===== src/rtl/bcd_display_pkg.sv =====
// rtl/bcd_display_pkg.sv - shared widths, constants and BCD step helper for the counter display
package bcd_display_pkg;

    localparam int BCD_W     = 4;
    localparam int PRE_W     = 24;
    localparam int SEG_W     = 7;
    localparam int CFG_SHIFT = 10;

    // Returns {carry/borrow out, next digit}; the digit is untouched when cin is low.
    function automatic logic [BCD_W:0] bcd_step(
        input logic [BCD_W-1:0] digit,
        input logic             up,
        input logic             cin
    );
        logic [BCD_W:0] r;
        r = {1'b0, digit};
        if (cin) begin
            if (up) begin
                r = (digit >= BCD_W'(9)) ? {1'b1, BCD_W'(0)} : {1'b0, digit + BCD_W'(1)};
            end else begin
                r = (digit == BCD_W'(0)) ? {1'b1, BCD_W'(9)} : {1'b0, digit - BCD_W'(1)};
            end
        end
        return r;
    endfunction

endpackage


===== src/rtl/bcd_counter_display_digit.sv =====
// rtl/bcd_counter_display_digit.sv - one BCD counter digit with carry/borrow chaining
module bcd_digit
    import bcd_display_pkg::*;
(
    input  logic             clk,
    input  logic             rst_n,
    input  logic             ena,
    input  logic             clear,
    input  logic             step,
    input  logic             up,
    input  logic             cin,
    output logic [BCD_W-1:0] digit,
    output logic [BCD_W-1:0] digit_next,
    output logic             cout
);

    logic [BCD_W:0] stepped;

    assign stepped = bcd_step(digit, up, cin);
    assign cout    = stepped[BCD_W];

    // digit_next is what the register takes on the coming enabled edge; the scan
    // path uses it so segments follow a count change without a lag cycle.
    always_comb begin
        digit_next = digit;
        if (clear) begin
            digit_next = '0;
        end else if (step) begin
            digit_next = stepped[BCD_W-1:0];
        end
    end

    always_ff @(posedge clk or negedge rst_n) begin
        if (!rst_n) begin
            digit <= '0;
        end else if (ena) begin
            digit <= digit_next;
        end
    end

endmodule


===== src/rtl/seg7.sv =====
// rtl/seg7.sv - BCD to seven-segment decoder, active-high {g,f,e,d,c,b,a}
module seg7
    import bcd_display_pkg::*;
(
    input  logic [BCD_W-1:0] digit,
    output logic [SEG_W-1:0] segments
);

    always_comb begin
        case (digit)
            4'd0:    segments = 7'h3F;
            4'd1:    segments = 7'h06;
            4'd2:    segments = 7'h5B;
            4'd3:    segments = 7'h4F;
            4'd4:    segments = 7'h66;
            4'd5:    segments = 7'h6D;
            4'd6:    segments = 7'h7D;
            4'd7:    segments = 7'h07;
            4'd8:    segments = 7'h7F;
            4'd9:    segments = 7'h6F;
            default: segments = 7'h00;
        endcase
    end

endmodule


===== src/rtl/bcd_counter_display.sv =====
// rtl/bcd_counter_display.sv - N-digit BCD up/down counter with prescaler and multiplexed seven-segment scan
module bcd_counter_display
    import bcd_display_pkg::*;
#(
    parameter int               DIGITS        = 4,
    parameter logic [PRE_W-1:0] DEFAULT_COUNT = 24'd10_000_000,
    parameter int               SCAN_DIV      = 10_000
) (
    input  logic                    clk,
    input  logic                    rst_n,
    input  logic                    ena,
    input  logic [7:0]              cfg_compare,
    input  logic                    up_dn,
    input  logic                    hold,
    input  logic                    clear,
    input  logic                    blank_lz,
    output logic [BCD_W*DIGITS-1:0] value,
    output logic                    tick,
    output logic                    wrap,
    output logic [DIGITS-1:0]       digit_sel,
    output logic [SEG_W-1:0]        segments,
    output logic                    dp
);

    localparam int IDX_W  = (DIGITS > 1) ? $clog2(DIGITS) : 1;
    localparam int SCAN_W = (SCAN_DIV > 1) ? $clog2(SCAN_DIV) : 1;

    logic [PRE_W-1:0]        pre_cnt;
    logic [PRE_W-1:0]        compare;
    logic [SCAN_W-1:0]       scan_cnt;
    logic                    scan_term;
    logic [IDX_W-1:0]        idx;
    logic [IDX_W-1:0]        idx_next;
    logic [DIGITS-1:0]       sel_next;
    logic                    step;
    logic [DIGITS:0]         carry;
    logic [BCD_W*DIGITS-1:0] value_next;
    logic [BCD_W-1:0]        shown_digit;
    logic [SEG_W-1:0]        shown_seg;
    logic                    blank;

    assign compare = (cfg_compare == 8'd0) ? DEFAULT_COUNT
                                           : (PRE_W'(cfg_compare) << CFG_SHIFT);
    assign step    = tick && !hold;
    assign carry[0] = 1'b1;

    for (genvar i = 0; i < DIGITS; i++) begin : g_digit
        bcd_digit u_digit (
            .clk        (clk),
            .rst_n      (rst_n),
            .ena        (ena),
            .clear      (clear),
            .step       (step),
            .up         (up_dn),
            .cin        (carry[i]),
            .digit      (value[i*BCD_W +: BCD_W]),
            .digit_next (value_next[i*BCD_W +: BCD_W]),
            .cout       (carry[i+1])
        );
    end

    assign scan_term = (scan_cnt == SCAN_W'(SCAN_DIV - 1));

    always_comb begin
        idx_next = idx;
        if (scan_term) begin
            idx_next = (idx == IDX_W'(DIGITS - 1)) ? '0 : idx + IDX_W'(1);
        end
    end

    always_comb begin
        sel_next           = '0;
        sel_next[idx_next] = 1'b1;
    end

    assign shown_digit = value_next[int'(idx_next)*BCD_W +: BCD_W];

    // A digit is blank when it and every digit above it are zero; digit 0 never is.
    always_comb begin
        logic zero_above;
        blank      = 1'b0;
        zero_above = 1'b1;
        for (int i = DIGITS - 1; i >= 1; i--) begin
            zero_above = zero_above && (value_next[i*BCD_W +: BCD_W] == BCD_W'(0));
            if (int'(idx_next) == i) begin
                blank = blank_lz && zero_above;
            end
        end
    end

    seg7 u_seg7 (
        .digit    (shown_digit),
        .segments (shown_seg)
    );

    always_ff @(posedge clk or negedge rst_n) begin
        if (!rst_n) begin
            pre_cnt   <= '0;
            tick      <= 1'b0;
            wrap      <= 1'b0;
            scan_cnt  <= '0;
            idx       <= '0;
            digit_sel <= DIGITS'(1);
            segments  <= 7'h3F;
            dp        <= 1'b0;
        end else if (ena) begin
            // >= rather than == so a lowered compare cannot strand pre_cnt above it.
            if (pre_cnt >= compare) begin
                pre_cnt <= '0;
                tick    <= 1'b1;
            end else begin
                pre_cnt <= pre_cnt + PRE_W'(1);
                tick    <= 1'b0;
            end
            wrap      <= !clear && step && carry[DIGITS];
            scan_cnt  <= scan_term ? '0 : scan_cnt + SCAN_W'(1);
            idx       <= idx_next;
            digit_sel <= sel_next;
            segments  <= blank ? '0 : shown_seg;
            dp        <= hold && (idx_next == '0);
        end else begin
            tick <= 1'b0;
            wrap <= 1'b0;
        end
    end

endmodule


===== config.mk =====
export PLATFORM = sky130hd
export DESIGN_NAME = bcd_counter_display
export DESIGN_NICKNAME = d
export VERILOG_FILES = /design/src/rtl/bcd_display_pkg.sv /design/src/rtl/bcd_counter_display_digit.sv /design/src/rtl/seg7.sv /design/src/rtl/bcd_counter_display.sv
export SDC_FILE = /design/constraint.sdc
export NUM_CORES = 1
export LEC_CHECK = 0
export CORE_ASPECT_RATIO = 1.5
export CORE_MARGIN = 10
export CORE_UTILIZATION = 51
export CTS_CLUSTER_SIZE = 14
export DETAILED_ROUTE_END_ITERATION = 8
export PLACE_DENSITY = 0.84
export SKIP_CTS_REPAIR_TIMING = 1
export SYNTH_ARGS = -nofsm -noshare
export SYNTH_HDL_FRONTEND = slang
export SYNTH_SLANG_ARGS = --single-unit

===== constraint.sdc =====
create_clock -name clk -period 3.05 [get_ports clk]
set_input_delay 0.305 -clock clk [delete_from_list [all_inputs] [get_ports clk]]
set_output_delay 0.305 -clock clk [all_outputs]
set_load 0.1 [all_outputs]

# Word-level counts from Yosys, hierarchy flattened
# Memories as Yosys holds them, arrays and structs flattened.
# Index checks and enable logic that the tools add are counted.
[totals]
elab_cells = 95
memories = 1
regBits = 70
rom_bits = 112
output_inout_bits = 30
in_bits = 15
[mem_list]
columns = ["name", "depth", "width", "read_ports", "rd_ports_with_merged_regs", "wr", "line", "rtl"]
rows = [
  ["(no name shown)", 16, 7, 1, 0, 0, "seg7.sv:10", "case (digit)"],
]
[classes]
n_reduce_logical = 21
magnitude_cmp = 7
eq_ne = 5
n_shift = 1
muxes = 37
add_sub_neg = 11
[ops]
columns = ["operator", "count"]
rows = [
  ["2-to-1 mux 5 bit", 15],
  ["2-to-1 mux 24 bit", 2],
  ["2-to-1 mux 4 bit", 8],
  ["logical NOT 4 bit", 7],
  ["adder 24 x 1 -> 24 bit (second input constant)", 1],
  [">= comparator 24 bit", 1],
  ["adder 4 x 1 -> 4 bit (second input constant)", 4],
  [">= comparator 4 bit (second input constant)", 4],
  ["indexed part select 16 x 5 -> 4 bit", 1],
  ["subtractor 4 x 1 -> 4 bit (second input constant)", 4],
  ["adder 14 x 1 -> 14 bit (second input constant)", 1],
  ["== test 14 bit (second input constant)", 1],
  ["2-to-1 mux 14 bit", 1],
  ["logical AND 1 bit", 10],
  ["logical NOT 8 bit", 1],
  ["2-to-1 mux 1 bit", 7],
  ["2-to-1 mux 7 bit", 1],
  ["== test 2 bit (second input constant)", 3],
  ["2-to-1 mux 2 bit", 2],
  ["< comparator 2 x 3 -> 1 bit (second input constant)", 1],
  ["adder 2 x 1 -> 2 bit (second input constant)", 1],
  ["demux 1 bit (select 2 bit)", 1],
  ["== test 2 x 1 -> 1 bit (second input constant)", 1],
  [">= comparator 2 x 1 -> 1 bit (second input constant)", 1],
  ["2 further kinds", 3],
]

# Logic depth before layout (Yosys ltp)
# Gate-level depths: netlist of the first run.
[depth]
ltp_word = 14
ltp_mapped = 14

# Modules after synthesis
# From an unflattened synthesis of the first run, not the netlist that was laid out.
[hier_totals]
hier_cells = 585
hier_area_um2 = 5216.3
[by_module_without_submodules]
columns = ["mod", "area_each_um2", "instances", "cells_each"]
rows = [
  ["bcd_counter_display", 3067.9, 1, 303],
  ["bcd_digit", 486.7, 4, 64],
  ["seg7", 201.4, 1, 26],
]

# Worst setup path after synthesis of the first run
# OpenSTA, ideal clock, no wires.
[synth_timing]
kind = "reg2reg"
start = "reg g_digit[1].u_digit.digit[0]"
end = "reg segments[6]"
path_stages_with_launch = 13
arrival_ps = 3795
setup_slack_ps = -831
required_ps = 2964
path_cell_list = "dfrtp_1 inv_1 ha_1 or3b_4 a31oi_4 nor3_4 mux2i_1 nand2_1 a32oi_2 inv_1 ha_1 or4_4 o221ai_2"
[synth_between]
elab_chain_cells = 14
[synth_rtl]
columns = ["item", "line", "rtl"]
rows = [
  ["from (decl)", "bcd_counter_display_digit.sv:12", "output logic [BCD_W-1:0] digit,"],
  ["from (signal assigned)", "bcd_counter_display_digit.sv:37", "digit <= digit_next;"],
  ["parallel branches: the longest is 13 deep, another holds memory read (16 x 7 bit)", "n/a", ""],
  ["2-to-1 mux 7 bit *", "bcd_counter_display.sv:119", "segments <= blank ? '0 : shown_seg;"],
  ["to (signal assigned)", "bcd_counter_display.sv:119", ""],
  ["to (decl)", "bcd_counter_display.sv:21", "output logic [SEG_W-1:0] segments,"],
]
# Mark *: on every way between the ends.
# A chain may end at the register's enable or synchronous reset.

# Worst setup path in the final report of the first run
[layout_timing]
start = "reg g_digit[2].u_digit.digit[1]"
end = "reg segments[6]"
[layout_between]
elab_chain_cells = 13
[layout_rtl]
columns = ["item", "line"]
rows = [
  ["from (decl)", "bcd_counter_display_digit.sv:12"],
  ["from (signal assigned)", "bcd_counter_display_digit.sv:37"],
  ["parallel branches: the longest is 12 deep, another holds memory read (16 x 7 bit)", "n/a"],
  ["2-to-1 mux 7 bit *", "bcd_counter_display.sv:119"],
]
# Marked as above.

==> results by group, run 1 <==
Job
  – Max Cap Violations: 0

STA
  – Final TNS setup: -0.301 ns
  – Final Cycle Share: 1.02
  – Slew @ Worst Pin: 0.974 ns
  – Minimum clock period: 3.11 ns
  – RSZ-0062 raised after global routing: true
  – Final hold vios: 0
  – Top achievable clock speed: 321 MHz
  – Hold_ws: 0.175 ns
  – Final Slew Violations: 0
  – Setup Skew: 0.00562 ns
  – Endpoints failing setup: 6
  – Slew headroom: 0.348
  – Setup slack after layout: -0.0613 ns

Worst setup path
  – WP data required: 3.31 ns
  – Crit-path slowest cell: dfrtp_4
  – Worst path top cell family by delay: simple AND/OR/NAND/NOR gates
  – Crit start category: flip-flop
  – Max incr delay on CP: 0.49 ns
  – Setup crit end kind: flip-flop
  – Arrival time at the worst endpoint: 3.37 ns
  – Critical path class: reg -> reg
  – CP cell instances: inv_4 > ha_4 > or4b_4 > o21a_1 > nor3_4 > mux2i_1 > nand2_1 > a32oi_4 > inv_2 > ha_4 > or4_4 > o221ai_2
  – Most common cell on crit path: ha_4
  – Register-to-Register Path Depth: 12
  – Maximum fanout along the worst path: 2
  – Cell depth of the worst setup path: 12
  – CP bufs+invs: 2

Synthesis
  – Syn_nets: 640
  – #FFs+latches synth: 70
  – Synthesized area per cell: 9.09 µm²
  – Sequential area share after synthesis: 0.329
  – Post-Synthesis Cells: 589
  – Ys async rst share: 1.00
  – Synth unique cells: 97
  – Top_reg_cell synth: dfrtp_1
  – Warnings, synthesis: 0
  – Post-synth EDFFs: 0
  – Netlist area before placement: 5350 µm²

Min path
  – Hold crit path type: in -> async

CTS
  – Clock-pin slew on the worst setup and hold paths: 0.06 ns
  – Worst skew pair latency: 0.34 ns
  – Clock Path Buffers: 2
  – Clock Sink Count: 70
  – CTS Buf Count: 9
  – TritonCTS clock tree: yes
  – Root Buffer: clkbuf_16
  – H-tree depth: 3

Finish
  – Most common cell after layout, fill and taps aside: buf_4
  – Non-filler instance count after layout: 852
  – Layout cells sized above 1: 0.316
  – # fillers: 734
  – Synthesis-to-layout area growth: 30.7%
  – Commonest non-fill, non-tap cells in the layout: 110 x buf_4, 69 x nor2_1, 52 x nand2_1, 50 x dfrtp_1
  – Ant. Diodes: 0
  – Layout net count: 757

Placement
  – IO buf count: 44
  – Global placement routability congestion: 0.884
  – Dpl hpwl: 10.9 mm
  – DP Cell Count: 828

Floorplan
  – Die Area: 15100 µm²
  – Die height: 145 µm
  – Die X: 104 µm
  – # rows: 45
  – IO Pins: 45
  – Starting Density: 0.525
  – Area of the core: 10200 µm²

Global routing
  – Total gr overflow: 0
  – Largest net degree at the start of global routing: 71
  – Initial antenna violation count: 0
  – First-pass GRT wire length: 25.0 mm
  – Total track usage: 0.196
  – Vias in the first global route: 5292

Drt
  – Routed Antenna Nets: 0
  – DRT Pass-1 Iters: 5
  – Final wirelength: 15.6 mm
  – Starting DRT DRC Count: 371
  – Via count: 5158
  – DRC Markers: 0
  – Vias/cell: 6.05
  – Avg WL per Cell: 18.3 µm

Power and ir drop
  – Peak supply drop: 0.000324 V
  – Pwr/cell area: 495 nW/µm²
  – P_leak: 3.03 nW

Run status
  – Status: finished with violations
  – Failing checks: setup timing
-- flip-flops by register name (all words and copies together), names as in the netlist --
register,flops
digit_sel,4
tick,1
g_digit.u_digit.digit,16
wrap,1
pre_cnt,24
idx,2
scan_cnt,14
dp,1
segments,7
-- cells by family after synthesis --
kind of cell / after synthesis / share of synthesized area
AOI/OAI and AO/OA: 138 / 0.205
xor gates and xnor gates: 32 / 0.0524
adders and majority gates: 36 / 0.0842
buffers and inverters: 66 / 0.0584
DFF: 70 / 0.329
muxes: 17 / 0.0341
and+or+nand+nor: 230 / 0.237
-- cell type report --
type                            instances  area, µm²  area share
Clock buffer                           11        243      0.0347
Clock inverter                          5       81.3      0.0116
Inverter                               38        153      0.0218
Multi-Input combinational cell        453       3470       0.496
Sequential cell                        70       1790       0.256
Tap cell                              141        176      0.0252
Timing Repair Buffer                  134       1080       0.154
-- Yosys cell counts, drive strengths merged, types with 6 or more instances --
library cell | instances | area share
a21o | 8 | 0.011
and2 | 6 | 0.0075
o21ai | 31 | 0.030
ha | 36 | 0.084
xnor2 | 19 | 0.031
buf | 16 | 0.023
o211ai | 6 | 0.0094
xor2 | 13 | 0.021
mux2 | 7 | 0.015
inv | 37 | 0.026
clkbuf | 12 | 0.0084
dfstp | 7 | 0.034
nand2 | 52 | 0.036
nor3 | 15 | 0.017
nor3b | 6 | 0.014
or3 | 9 | 0.011
dfrtp | 63 | 0.29
a21oi | 26 | 0.026
nor2 | 70 | 0.049
nand3 | 15 | 0.016
nor2b | 7 | 0.0082
mux2i | 10 | 0.019
nand4 | 13 | 0.015
o22ai | 7 | 0.0082
nand2b | 9 | 0.012
-- worst paths after layout --
kind | startpoint | endpoint | slack [ns]
min in group clk | scan_cnt[12]$_DFFE_PN0P_ | scan_cnt[12]$_DFFE_PN0P_ | 0.51
max in group asynchronous | rst_n | g_digit[1].u_digit.digit[1]$_DFFE_PN0P_ | 2.17
min | rst_n | wrap$_DFF_PN0_ | 0.18
min reg2reg | scan_cnt[12]$_DFFE_PN0P_ | scan_cnt[12]$_DFFE_PN0P_ | 0.51
max | g_digit[2].u_digit.digit[1]$_DFFE_PN0P_ | segments[6]$_DFFE_PN0P_ | -0.06
max reg2reg | g_digit[2].u_digit.digit[1]$_DFFE_PN0P_ | segments[6]$_DFFE_PN0P_ | -0.06
-- metal layers --
metal	up-vias	GRT usage	share of wire
li1	2356	-	-
met1	2492	0.207	0.36
met2	239	0.353	0.53
met3	71	0.0323	0.057
met4	0	0.117	0.048
met5	-	0	0
-- where the power goes --
part           switching, mW  total [mW]  leakage, nW  internal (mW)
combinational          0.697        1.12         1.98          0.423
sequential             0.141        1.19        0.895           1.05
clock                  0.416        1.16        0.156          0.740
total                   1.25        3.46         3.03           2.21
-- through the flow --
step | setup slack, ns | power (mW) | utilization | cell area [µm²]
global route | -0.188 | 3.61 | 0.687 | 7000
global placement | -0.172 | 2.18 | 0.631 | 6430
detailed placement | -0.250 | 2.22 | 0.631 | 6430
CTS | -0.194 | 3.39 | 0.663 | 6760
floorplan | -0.341 | 1.91 | - | 5420
finish | -0.0613 | 3.46 | 0.687 | 7000
Power figures use the tool's default switching activity.
==> run 2: changes to the inputs <==
--- a/config.mk
+++ b/config.mk
@@ -7,10 +7,10 @@
 export LEC_CHECK = 0
 export CORE_ASPECT_RATIO = 1.5
 export CORE_MARGIN = 10
-export CORE_UTILIZATION = 51
+export CORE_UTILIZATION = 54
 export CTS_CLUSTER_SIZE = 14
 export DETAILED_ROUTE_END_ITERATION = 8
-export PLACE_DENSITY = 0.84
+export PLACE_DENSITY = 0.88
 export SKIP_CTS_REPAIR_TIMING = 1
 export SYNTH_ARGS = -nofsm -noshare
 export SYNTH_HDL_FRONTEND = slang
==> results by group, run 2 (synthesis gave the netlist of run 1 again) <==
Finish
  – Synthesis-to-layout area growth: 31.3%
  – Non-filler instance count after layout: 831 (-2.5%)
  – Reg with most FFs: pre_cnt
  – Most common cell after layout, fill and taps aside: buf_4
  – Commonest non-fill, non-tap cells in the layout: 114 x buf_4, 68 x nor2_1, 51 x nand2_1, 50 x dfrtp_1, 30 x inv_1
  – Max reg flops: 24 (unchanged)
  – Layout cells sized above 1: 0.325 (+0.00896)
  – Layout net count: 762 (+0.66%)
  – Final Cell Area: 7030 µm² (+0.41%)
  – Ant. Diodes: 0 (unchanged)
  – Biggest regs: pre_cnt: 24 flops, g_digit.u_digit.digit: 16 flops, scan_cnt: 14 flops

Global routing
  – Largest net degree at the start of global routing: 71 (unchanged)
  – Vias in the first global route: 5072 (-4.2%)
  – First-pass GRT wire length: 24.2 mm (-3.2%)
  – Total track usage: 0.203 (+0.00698)
  – Initial antenna violation count: 0 (unchanged)
  – Total gr overflow: 0 (unchanged)

Floorplan
  – Die Area: 14400 µm² (-4.6%)
  – Starting Density: 0.552 (+0.0272)
  – Die height: 142 µm (-2.4%)
  – IO Pins: 45 (unchanged)
  – Area of the core: 9690 µm² (-4.9%)
  – # rows: 44 (-2.2%)
  – Die X: 101 µm (-2.3%)

Power and ir drop
  – P_leak: 3.05 nW (+0.59%)
  – Pwr/cell area: 497 nW/µm² (+0.30%)
  – Peak supply drop: 0.000374 V (+15%)
  – Total power: 3.49 mW (+0.71%)

Drt
  – Via count: 5170 (+0.23%)
  – Routed Antenna Nets: 0 (unchanged)
  – Avg WL per Cell: 19.3 µm (+5.5%)
  – DRC Markers: 0 (unchanged)
  – Starting DRT DRC Count: 385 (+3.8%)
  – Final wirelength: 16.0 mm (+2.9%)
  – Vias/cell: 6.22 (+2.8%)
  – DRT Pass-1 Iters: 5 (unchanged)

STA
  – Endpoints failing setup: 9 (+3)
  – Final Cycle Share: 1.05 (+0.0316)
  – Hold_ws: -0.0204 ns (-0.196 ns)
  – Top achievable clock speed: 312 MHz (-3.0%)
  – Final Slew Violations: 0 (unchanged)
  – Minimum clock period: 3.21 ns (+0.0963 ns)
  – Slew headroom: 0.352 (+0.00343)
  – RSZ-0062 raised after global routing: true
  – Final TNS setup: -0.880 ns (-0.579 ns)
  – Slew @ Worst Pin: 0.969 ns (-0.00513 ns)
  – Setup Skew: 0.00777 ns (+0.00215 ns)
  – Final hold vios: 14 (+14)
  – Setup slack after layout: -0.158 ns (-0.0963 ns)

Min path
  – Hold crit path type: in -> async

Worst setup path
  – WP data required: 3.30 ns (about the same)
  – Maximum fanout along the worst path: 7 (+5)
  – Crit start category: flip-flop
  – Setup crit end kind: flip-flop
  – Arrival time at the worst endpoint: 3.46 ns (+0.09 ns)
  – Critical path class: reg -> reg

Placement
  – Placed cell area: 6400 µm² (-0.47%)
  – DP Cell Count: 802 (-3.1%)
  – Dpl hpwl: 10.7 mm (-1.9%)
  – Global placement routability congestion: 0.868 (-1.8%)
  – IO buf count: 44 (unchanged)

CTS
  – Clock Path Buffers: 2 (unchanged)
  – H-tree depth: 3 (unchanged)
  – Clock Sink Count: 70 (unchanged)
  – CTS Buf Count: 9 (unchanged)
  – Worst skew pair latency: 0.34 ns (about the same)
  – Root Buffer: clkbuf_16
  – TritonCTS clock tree: yes
  – Clock-pin slew on the worst setup and hold paths: 0.06 ns (about the same)

Run status
  – Failing checks: hold timing, setup timing
  – Status: finished with violations

Job
  – Max Cap Violations: 0 (unchanged)
run 2: area by class of cell:
cell class	count	area [µm²]
multi-input cells	454	3500
flip-flops and latches	70	1790
inverters	38	153
fillers	679	2660
well taps	115	144
clock inverters	5	81.3
repair buffers	138	1120
clock buffers	11	243
run 2: per-layer routing:
metal  global-route usage  vias to the layer above  routed length, µm
met2                0.375                      209               8720
met1                0.223                     2534               5970
met3               0.0389                       43                894
li1                     -                     2384                  -
met5                    0                        -                  0
met4               0.0640                        0                451
run 2: where the power goes:
group          internal (mW)  leakage [nW]  switching, mW
clock                  0.741         0.156          0.432
combinational          0.430          2.00          0.692
sequential              1.05         0.895          0.148
run 2: worst paths after layout:
check | slack (ns) | cells after the start | start | endpoint
max | -0.16 | 15 | g_digit[0].u_digit.digit[0]$_DFFE_PN0P_ | segments[0]$_DFFE_PN1P_
min | -0.02 | 2 | rst_n | g_digit[2].u_digit.digit[0]$_DFFE_PN0P_
max reg2reg | -0.16 | 15 | g_digit[0].u_digit.digit[0]$_DFFE_PN0P_ | segments[0]$_DFFE_PN1P_
min reg2reg | 0.49 | 1 | scan_cnt[12]$_DFFE_PN0P_ | scan_cnt[12]$_DFFE_PN0P_
max in group asynchronous | 2.71 | 2 | rst_n | g_digit[1].u_digit.digit[0]$_DFFE_PN0P_
min in group clk | 0.49 | 1 | scan_cnt[12]$_DFFE_PN0P_ | scan_cnt[12]$_DFFE_PN0P_
run 2: per-stage QoR:
step / worst slack [ns] / util
after floorplan: -0.341 / -
after detailed placement: -0.635 / 0.661
final: -0.158 / 0.725
after global routing: -0.377 / 0.725
after CTS: -0.303 / 0.694
after global placement: -0.472 / 0.661
run 2: critical path: stages, from the launching register on:
cell and delay, ns:
dfrtp_4 0.52, inv_4 0.09, ha_4 0.14, nor3b_4 0.30, a2bb2oi_4 0.14, buf_6 0.15, nor3_4 0.28, mux2i_2 0.33
nand2_2 0.11, a32oi_4 0.28, buf_6 0.16, buf_6 0.10, ha_4 0.11, inv_2 0.03, mux2i_2 0.21, o221ai_1 0.14
==> run 3: changes to the inputs <==
--- a/config.mk
+++ b/config.mk
@@ -8,6 +8,7 @@
 export CORE_ASPECT_RATIO = 1.5
 export CORE_MARGIN = 10
 export CORE_UTILIZATION = 54
+export CTS_CLUSTER_DIAMETER = 100
 export CTS_CLUSTER_SIZE = 14
 export DETAILED_ROUTE_END_ITERATION = 8
 export PLACE_DENSITY = 0.88
@@ -15,3 +16,4 @@
 export SYNTH_ARGS = -nofsm -noshare
 export SYNTH_HDL_FRONTEND = slang
 export SYNTH_SLANG_ARGS = --single-unit
+export TNS_END_PERCENT = 30
==> results by group, run 3 (synthesis gave the netlist of run 1 again) <==
Global routing
  – Vias in the first global route: 5247 (+3.5%)
  – Initial antenna violation count: 0 (unchanged)
  – Total gr overflow: 0 (unchanged)
  – Largest net degree at the start of global routing: 68 (-4.2%)
  – First-pass GRT wire length: 24.7 mm (+2.1%)
  – Total track usage: 0.208 (+0.00562)

Placement
  – IO buf count: 44 (unchanged)
  – Dpl hpwl: 11.0 mm (+2.9%)
  – Global placement routability congestion: 0.899 (+3.6%)

Worst setup path
  – Crit start category: flip-flop
  – WP data required: 3.31 ns (about the same)
  – Max incr delay on CP: 0.50 ns (-0.02 ns)
  – Setup crit end kind: flip-flop
  – CP cell instances: inv_4 > ha_4 > or3b_4 > a31oi_4 > buf_4 > a2111oi_4 > a21oi_2 > o31ai_2 > buf_4 > a32oi_4 > inv_2 > ha_4 > or4_4 > o221ai_2
  – RR Endpoint: segments[6]$_DFFE_PN0P_
  – Register-to-Register Path Depth: 14 (-1)
  – Critical path class: reg -> reg
  – Maximum fanout along the worst path: 4 (-3)
  – Arrival time at the worst endpoint: 3.51 ns (+0.05 ns)
  – Crit-path slowest cell: or4_4
  – Crit Reg-Reg Startpoint: g_digit[1].u_digit.digit[1]$_DFFE_PN0P_
  – R2R Setup Slk: -0.20 ns (-0.04 ns)

Power and ir drop
  – Clock power frac: 0.331 (-0.005)
  – P_leak: 3.09 nW (+1.5%)
  – Pwr/cell area: 489 nW/µm² (-1.5%)
  – Cell Int Power: 2.20 mW (-0.63%)
  – Sw Ratio: 0.362 (-0.00273)
  – Peak supply drop: 0.000321 V (-14%)
  – Combinational share of power: 0.323 (about the same)
  – Reg power frac: 0.347 (+0.005)
  – Psw: 1.25 mW (-1.8%)

CTS
  – Clock Sink Count: 70 (unchanged)
  – Root Buffer: clkbuf_16
  – CTS Buf Count: 9 (unchanged)
  – TritonCTS clock tree: yes
  – Worst skew pair latency: 0.34 ns (about the same)
  – H-tree depth: 3 (unchanged)
  – Clock-pin slew on the worst setup and hold paths: 0.06 ns (about the same)
  – Clock Path Buffers: 2 (unchanged)

Finish
  – Biggest regs: pre_cnt: 24 flops, g_digit.u_digit.digit: 16 flops, scan_cnt: 14 flops
  – Synthesis-to-layout area growth: 31.8%
  – Reg with most FFs: pre_cnt
  – Ant. Diodes: 0 (unchanged)
  – Commonest non-fill, non-tap cells in the layout: 112 x buf_4, 68 x nor2_1, 53 x dfrtp_1, 52 x nand2_1, 31 x inv_1
  – # fillers: 647 (-4.7%)
  – Max reg flops: 24 (unchanged)
  – Most common cell after layout, fill and taps aside: buf_4
  – Layout net count: 761 (-0.13%)
  – Layout cells sized above 1: 0.322 (-0.00374)

Drt
  – Vias/cell: 6.34 (+1.9%)
  – Routed Antenna Nets: 0 (unchanged)
  – Via count: 5261 (+1.8%)
  – DRT Pass-1 Iters: 5 (unchanged)
  – Avg WL per Cell: 19.7 µm (+1.9%)
  – Starting DRT DRC Count: 405 (+5.2%)
  – Final wirelength: 16.3 mm (+1.8%)
  – DRC Markers: 0 (unchanged)

Run status
  – Status: finished with violations
  – Failing checks: setup timing

Floorplan
  – Starting Density: 0.552 (unchanged)
  – Die height: 142 µm (unchanged)
  – Die X: 101 µm (unchanged)
  – Die Area: 14400 µm² (unchanged)
  – IO Pins: 45 (unchanged)
  – # rows: 44 (unchanged)
  – Area of the core: 9690 µm² (unchanged)

STA
  – Top achievable clock speed: 308 MHz (-1.2%)
  – Minimum clock period: 3.25 ns (+0.0400 ns)
  – Final hold vios: 0 (-14)
  – Final Cycle Share: 1.06 (+0.0131)
  – Final TNS setup: -1.11 ns (-0.234 ns)
  – Setup slack after layout: -0.198 ns (-0.0400 ns)
  – Slew @ Worst Pin: 0.978 ns (+0.00910 ns)
  – RSZ-0062 raised after global routing: true
  – Endpoints failing setup: 7 (-2)
  – Hold_ws: 0.302 ns (+0.323 ns)
  – Slew headroom: 0.346 (-0.00609)
  – Setup Skew: 0.00415 ns (-0.00362 ns)
  – Final Slew Violations: 0 (unchanged)

Job
  – Max Cap Violations: 0 (unchanged)

Min path
  – Hold crit path type: in -> async
run 3: worst max-delay path by stage:
stage | cells past startpoint | slack (ns) | from | to
3_5_place_dp | 13 | -0.78 | cfg_compare[2] | pre_cnt[22]$_DFFE_PN0P_
3_3_place_gp | 13 | -0.47 | cfg_compare[2] | pre_cnt[14]$_DFFE_PN0P_
6_report | 14 | -0.20 | g_digit[1].u_digit.digit[1]$_DFFE_PN0P_ | segments[6]$_DFFE_PN0P_
5_1_grt | 14 | -0.27 | g_digit[1].u_digit.digit[1]$_DFFE_PN0P_ | segments[6]$_DFFE_PN0P_
4_1_cts | 13 | -0.43 | cfg_compare[2] | pre_cnt[7]$_DFFE_PN0P_
2_1_floorplan | 12 | -0.34 | g_digit[2].u_digit.digit[1]$_DFFE_PN0P_ | segments[6]$_DFFE_PN0P_
run 3: stage by stage:
stage          power (mW)  worst slack, ns   util  area [µm²]  std cells
2_1_floorplan        1.91           -0.341      -        5420        589
3_5_place_dp         2.22           -0.784  0.658        6380        799
4_1_cts              3.37           -0.434  0.691        6700        815
5_1_grt              3.59           -0.270  0.728        7060        830
3_3_place_gp         2.18           -0.469  0.658        6380        799
6_report             3.45           -0.198  0.728        7060        830
run 3: power groups by stage:
stage	Sequential, mW	Clock (mW)	Combinational (mW)
2_1_floorplan	1.38	0	0.523
3_3_place_gp	1.18	0	0.991
3_5_place_dp	1.20	0	1.02
4_1_cts	1.18	1.15	1.04
5_1_grt	1.21	1.18	1.19
6_report	1.20	1.14	1.11
run 3: worst max-delay path, delay by kind of cell, from the launching register on:
kind                       cells  cell delay [ns]
AOI/OAI and AO/OA              6             0.97
and+or+nand+nor                2             0.91
buffers and inverters          4             0.50
adders and majority gates      2             0.29
DFF                            1             0.49
run 3: routing by layer:
layer	track usage	routed length, µm	vias to the layer above	share of wire
li1	-	-	2371	-
met1	0.219	5950	2574	0.36
met2	0.384	8840	246	0.54
met3	0.0394	872	70	0.053
met4	0.0949	660	0	0.040
met5	0	0	-	0
run 3: layout make-up:
type                    count  area, µm²  area share
flip-flops and latches     70       1780       0.253
clock buffers              12        246      0.0349
inverters                  38        153      0.0216
well taps                 115        144      0.0204
repair buffers            137       1120       0.159
multi-input cells         454       3540       0.501
clock inverters             4       70.1     0.00993
==> patch 1 (config.mk and constraints of run 1) <==
Reset style: synchronous (`rst_n`), changed in 2 clocked blocks.
--- a/src/rtl/bcd_counter_display_digit.sv
+++ b/src/rtl/bcd_counter_display_digit.sv
@@ -30,7 +30,7 @@
         end
     end
 
-    always_ff @(posedge clk or negedge rst_n) begin
+    always_ff @(posedge clk) begin
         if (!rst_n) begin
             digit <= '0;
         end else if (ena) begin
--- a/src/rtl/bcd_counter_display.sv
+++ b/src/rtl/bcd_counter_display.sv
@@ -93,7 +93,7 @@
         .segments (shown_seg)
     );
 
-    always_ff @(posedge clk or negedge rst_n) begin
+    always_ff @(posedge clk) begin
         if (!rst_n) begin
             pre_cnt   <= '0;
             tick      <= 1'b0;
Behaviour: differs if rst_n is asserted again (counterexample within 4 cycles, from zero or initial values and one cycle with rst_n low); with rst_n held inactive, the same outputs for 10 cycles.
==> patch 1 against run 1 <==
Wire length decreased by 6.3%. Register-to-register slack improved by 0.07 ns. Final area decreased by 8.8%. Setup slack improved by 0.029 ns. Synthesized cell count decreased by 1.4%. Critical path type is now in -> reg. Sequential cell count unchanged. Area after synthesis decreased by 13%. The run still ends with negative setup slack left.
Power is not compared: it rests on default switching activity, and its combinational part moved more than twofold at a synthesized area within 25%.
==> patch 1: results (changes against run 1) <==
status=finished with violations; failing checks=negative setup slack; xor and xnor area share after synthesis=6.74% (+1.5 points); Top FF cell, synth=dfxtp_1; Worst Path Arrival=3.36 ns (about the same); Detailed Route Iter0 Violations=334 (-10%); Synth area leaders=dfxtp_1 (30%), ha_1 (9.1%), nor2_1 (7.9%), xor2_1 (4.3%), mux2i_1 (3.9%); sequential share of the synthesized area=30.0% (-2.9 points); worst rel slew slack=33.8% (-1.0 points); vias in the first global route=4881 (-7.8%); slowest CP cell=clkdlybuf4s50_1; layout net count=741 (-2.1%); share of cells above drive strength 1=29.4% (-2.2 points); DP Wirelength=9700 um (-11%); Setup Skew=0.00695 ns (+0.00133 ns); hold crit path type=reg -> reg; largest net degree at the start of global routing=30 (-58%); drt first pass iters=7 (+2); synth cell count leaders=nor2_1 (99), dfxtp_1 (70), nand2_1 (42), ha_1 (34); switching part of the total=25.7%; first-pass GRT wire length=22400 um (-10%); Setup WS post-layout=-0.0323 ns (+0.0290 ns); via count=4970 (-3.6%); total track usage=19.5% (-0.039 points); Compound-Gate Fraction of Synth Area=19.0% (-1.5 points); fin cells=807 (-5.3%); wire per inst=18.1 um (-1.1%); Synth Area in Adders=9.10% (+0.68 points); Setup violations, final=19 (+13); CP top delay family=compound AO/OA/AOI/OAI gates; routability congestion estimate=0.995 (+13%); Placed Cells=779 (-5.9%); critical-path maximum fanout=7 (+5); Synth cell types=76 (-22%)
## patch 1: cell types whose count changed in the layout (fill, tap and decap cells not counted), sizes merged, moves of 8 or more
cell	change
mux2i	+8
buf	-14
dfrtp	-63
dfxtp	+70
nand2	-10
xor2	+10
a211oi	+8
or3	-8
nor2	+30
## patch 1: cell families after synthesis
kind of cell	Yosys count
adder cells (fa/ha/maj)	34
flip-flops	70
AND/OR/NAND/NOR	237
XOR/XNOR	36
AO/OA/AOI/OAI	124
buffers and inverters	60
multiplexers	20
## patch 1: worst paths after layout
check,startpoint,end,slack [ns],cells past startpoint
hold reg to reg,digit_sel[0],digit_sel[0],0.48,2
setup / recovery,cfg_compare[1],pre_cnt[0],-0.03,15
setup reg to reg,g_digit[2].u_digit.digit[0],segments[2],0.01,14
hold / removal,digit_sel[0],digit_sel[0],0.48,2
## patch 1: layout make-up
type,count,area [um2]
inverter,32,125
timing repair buffer,128,1060
multi-input combinational,451,3280
fill,631,2500
tap,110,138
clock inverter,5,61.3
sequential,70,1440
clock buffer,11,275
## patch 1: layer usage
metal	up-vias	part of all wire, %	track usage, %	wire length, um
met1	2356	37	19.5	5360
met2	244	53	36.5	7750
met5	-	0	0	0
li1	2295	-	-	-
met3	75	5.6	3.91	823
met4	0	4.7	11.7	684
## patch 1: per-stage QoR
stage | power [W] | worst slack, ns | hold WS [ns] | setup TNS, ns
floorplan | 0.00111 | 0.00741 | 0.367 | 0
global placement | 0.00119 | -0.323 | 0.464 | -9.03
detailed placement | 0.00120 | -0.428 | 0.467 | -11.86
CTS | 0.00235 | -0.134 | 0.488 | -2.10
global route | 0.00243 | -0.146 | 0.519 | -3.63
finish | 0.00237 | -0.0323 | 0.480 | -0.282
==> patch 2 (flow settings as in run 1) <==
Without the edit above. Change the parameter `DEFAULT_COUNT` from 24'd10_000_000 to 24'd5000000.
--- a/src/rtl/bcd_counter_display.sv
+++ b/src/rtl/bcd_counter_display.sv
@@ -3,7 +3,7 @@
     import bcd_display_pkg::*;
 #(
     parameter int               DIGITS        = 4,
-    parameter logic [PRE_W-1:0] DEFAULT_COUNT = 24'd10_000_000,
+    parameter logic [PRE_W-1:0] DEFAULT_COUNT = 24'd5000000,
     parameter int               SCAN_DIV      = 10_000
 ) (
     input  logic                    clk,
Formal check against the unedited RTL: no difference found for any inputs over 10 cycles, from zero or initial values and one cycle with rst_n low; that may be too few to reach the edited logic, so the function may still have changed.
==> patch 2 against run 1 <==
The run still ends with negative setup slack left. Setup slack lost 0.053 ns. Wire length fell by 8.0%. Sequential cell count unchanged. Area after synthesis shrank 4.1%. Critical path depth up 2. Final area is 4.3% lower. Die area down 3.4%. Final cell count shrank 7.0%.
Power is not compared: it rests on default switching activity, and its combinational part moved more than twofold at a synthesized area within 25%.
==> patch 2: results (changes against run 1) <==
failing checks=negative setup slack; Setup WS post-layout=-0.115 ns (-0.0534 ns); Synth area leaders=dfrtp_1 (31%), ha_1 (8.5%), nor2_1 (4.2%), dfstp_2 (3.6%), nand2_1 (3.3%); Num CTS Buffers=9 (unchanged); mean post-synth cell area=9.28 um2 (+2.1%); dpl cell area=6190 um2 (-3.8%); largest net degree at the start of global routing=49 (-31%); switching part of the total=29.9%; htree depth=3 (unchanged); Detailed Route Iter0 Violations=246 (-34%); clock-pin slew on the worst setup and hold paths=0.06 ns (about the same); vias in the first global route=4972 (-6.0%); via count=4778 (-7.4%); Compound-Gate Fraction of Synth Area=18.2% (-2.3 points); R2R depth=14 (+2); CP top delay family=compound AO/OA/AOI/OAI gates; slowest CP cell=dfrtp_4; mux cell area share after synthesis=6.31% (+2.9 points); Post-Syn Nets=603 (-5.8%); first-pass GRT wire length=22900 um (-8.3%); share of cells above drive strength 1=32.1% (+0.41 points); xor and xnor area share after synthesis=5.63% (+0.40 points); Worst Path Arrival=3.43 ns (+0.06 ns); metal2 WL=7890 um (-4.8%); met2 Track Usage GR=37.0% (+1.7 points); critical-path maximum fanout=4 (+2); Synth cell types=81 (-16%); DP Wirelength=10700 um (-1.3%); clock root cell=clkbuf_16; Setup Skew=0.00979 ns (+0.00417 ns); sequential share of the synthesized area=34.3% (+1.4 points); r2r startpoint=g_digit[0].u_digit.digit[1]; Worst Setup EP=segments[3]; routability congestion estimate=0.966 (+9.2%); DR WL met3=715 um (-20%); Worst Path Class, Setup=reg -> reg; clock share of power=40.6%; drt first pass iters=4 (-1); Setup violations, final=7 (+1); Via density=6.03 (-0.35%); Synth Area in Adders=8.53% (+0.12 points); final wirelength=14400 um (-8.0%); setup TNS=-0.658 ns (-0.357 ns); dpl ws=-0.306 ns (-0.0559 ns); worst hold margin=0.484 ns (+0.309 ns); antenna violations before repair=0 (unchanged); hold crit path type=reg -> reg; Least-Margin Pin Slew=0.978 ns (+0.00354 ns); wire length on met1=5200 um (-8.2%); status=finished with violations; synth cell count leaders=dfrtp_1 (63), nor2_1 (57), nand2_1 (45), inv_1 (38), ha_1 (35); hold endpoint=segments[4]; layout net count=722 (-4.6%); total track usage=19.4% (-0.21 points); Placed Cells=769 (-7.1%); met3 Usage GRT=4.01% (+0.78 points); Post-synth ARST share=100% (unchanged); Clk power=0.00108 W; grt met1 use=18.8% (-1.9 points)
patch 2: cell types whose count changed after synthesis, moves of 6 or more:
cell | before | now
a21oi_1 | 24 | 18
nand4_1 | 13 | 4
or3_1 | 8 | 0
clkbuf_8 | 0 | 6
and3_1 | 3 | 12
a211oi_1 | 2 | 8
nand3_1 | 14 | 20
o21ai_0 | 29 | 23
nand2_1 | 52 | 45
nor2_1 | 70 | 57
patch 2: cells by family (layout without fill, tap and decap cells):
kind of cell | after synthesis | after routing
compound gates | 125 | 125
xor+xnor | 33 | 33
fa+ha+maj | 35 | 35
buf+inv | 62 | 186
flops | 70 | 70
mux | 28 | 28
simple gates | 200 | 200
patch 2: cell type report:
cell class                      instances  area (um2)
Fill cell                             712        3050
Clock inverter                          6        68.8
Inverter                               38         148
Clock buffer                           10         239
Sequential cell                        70        1790
Timing Repair Buffer                  132        1050
Multi-Input combinational cell        421        3260
Tap cell                              115         144
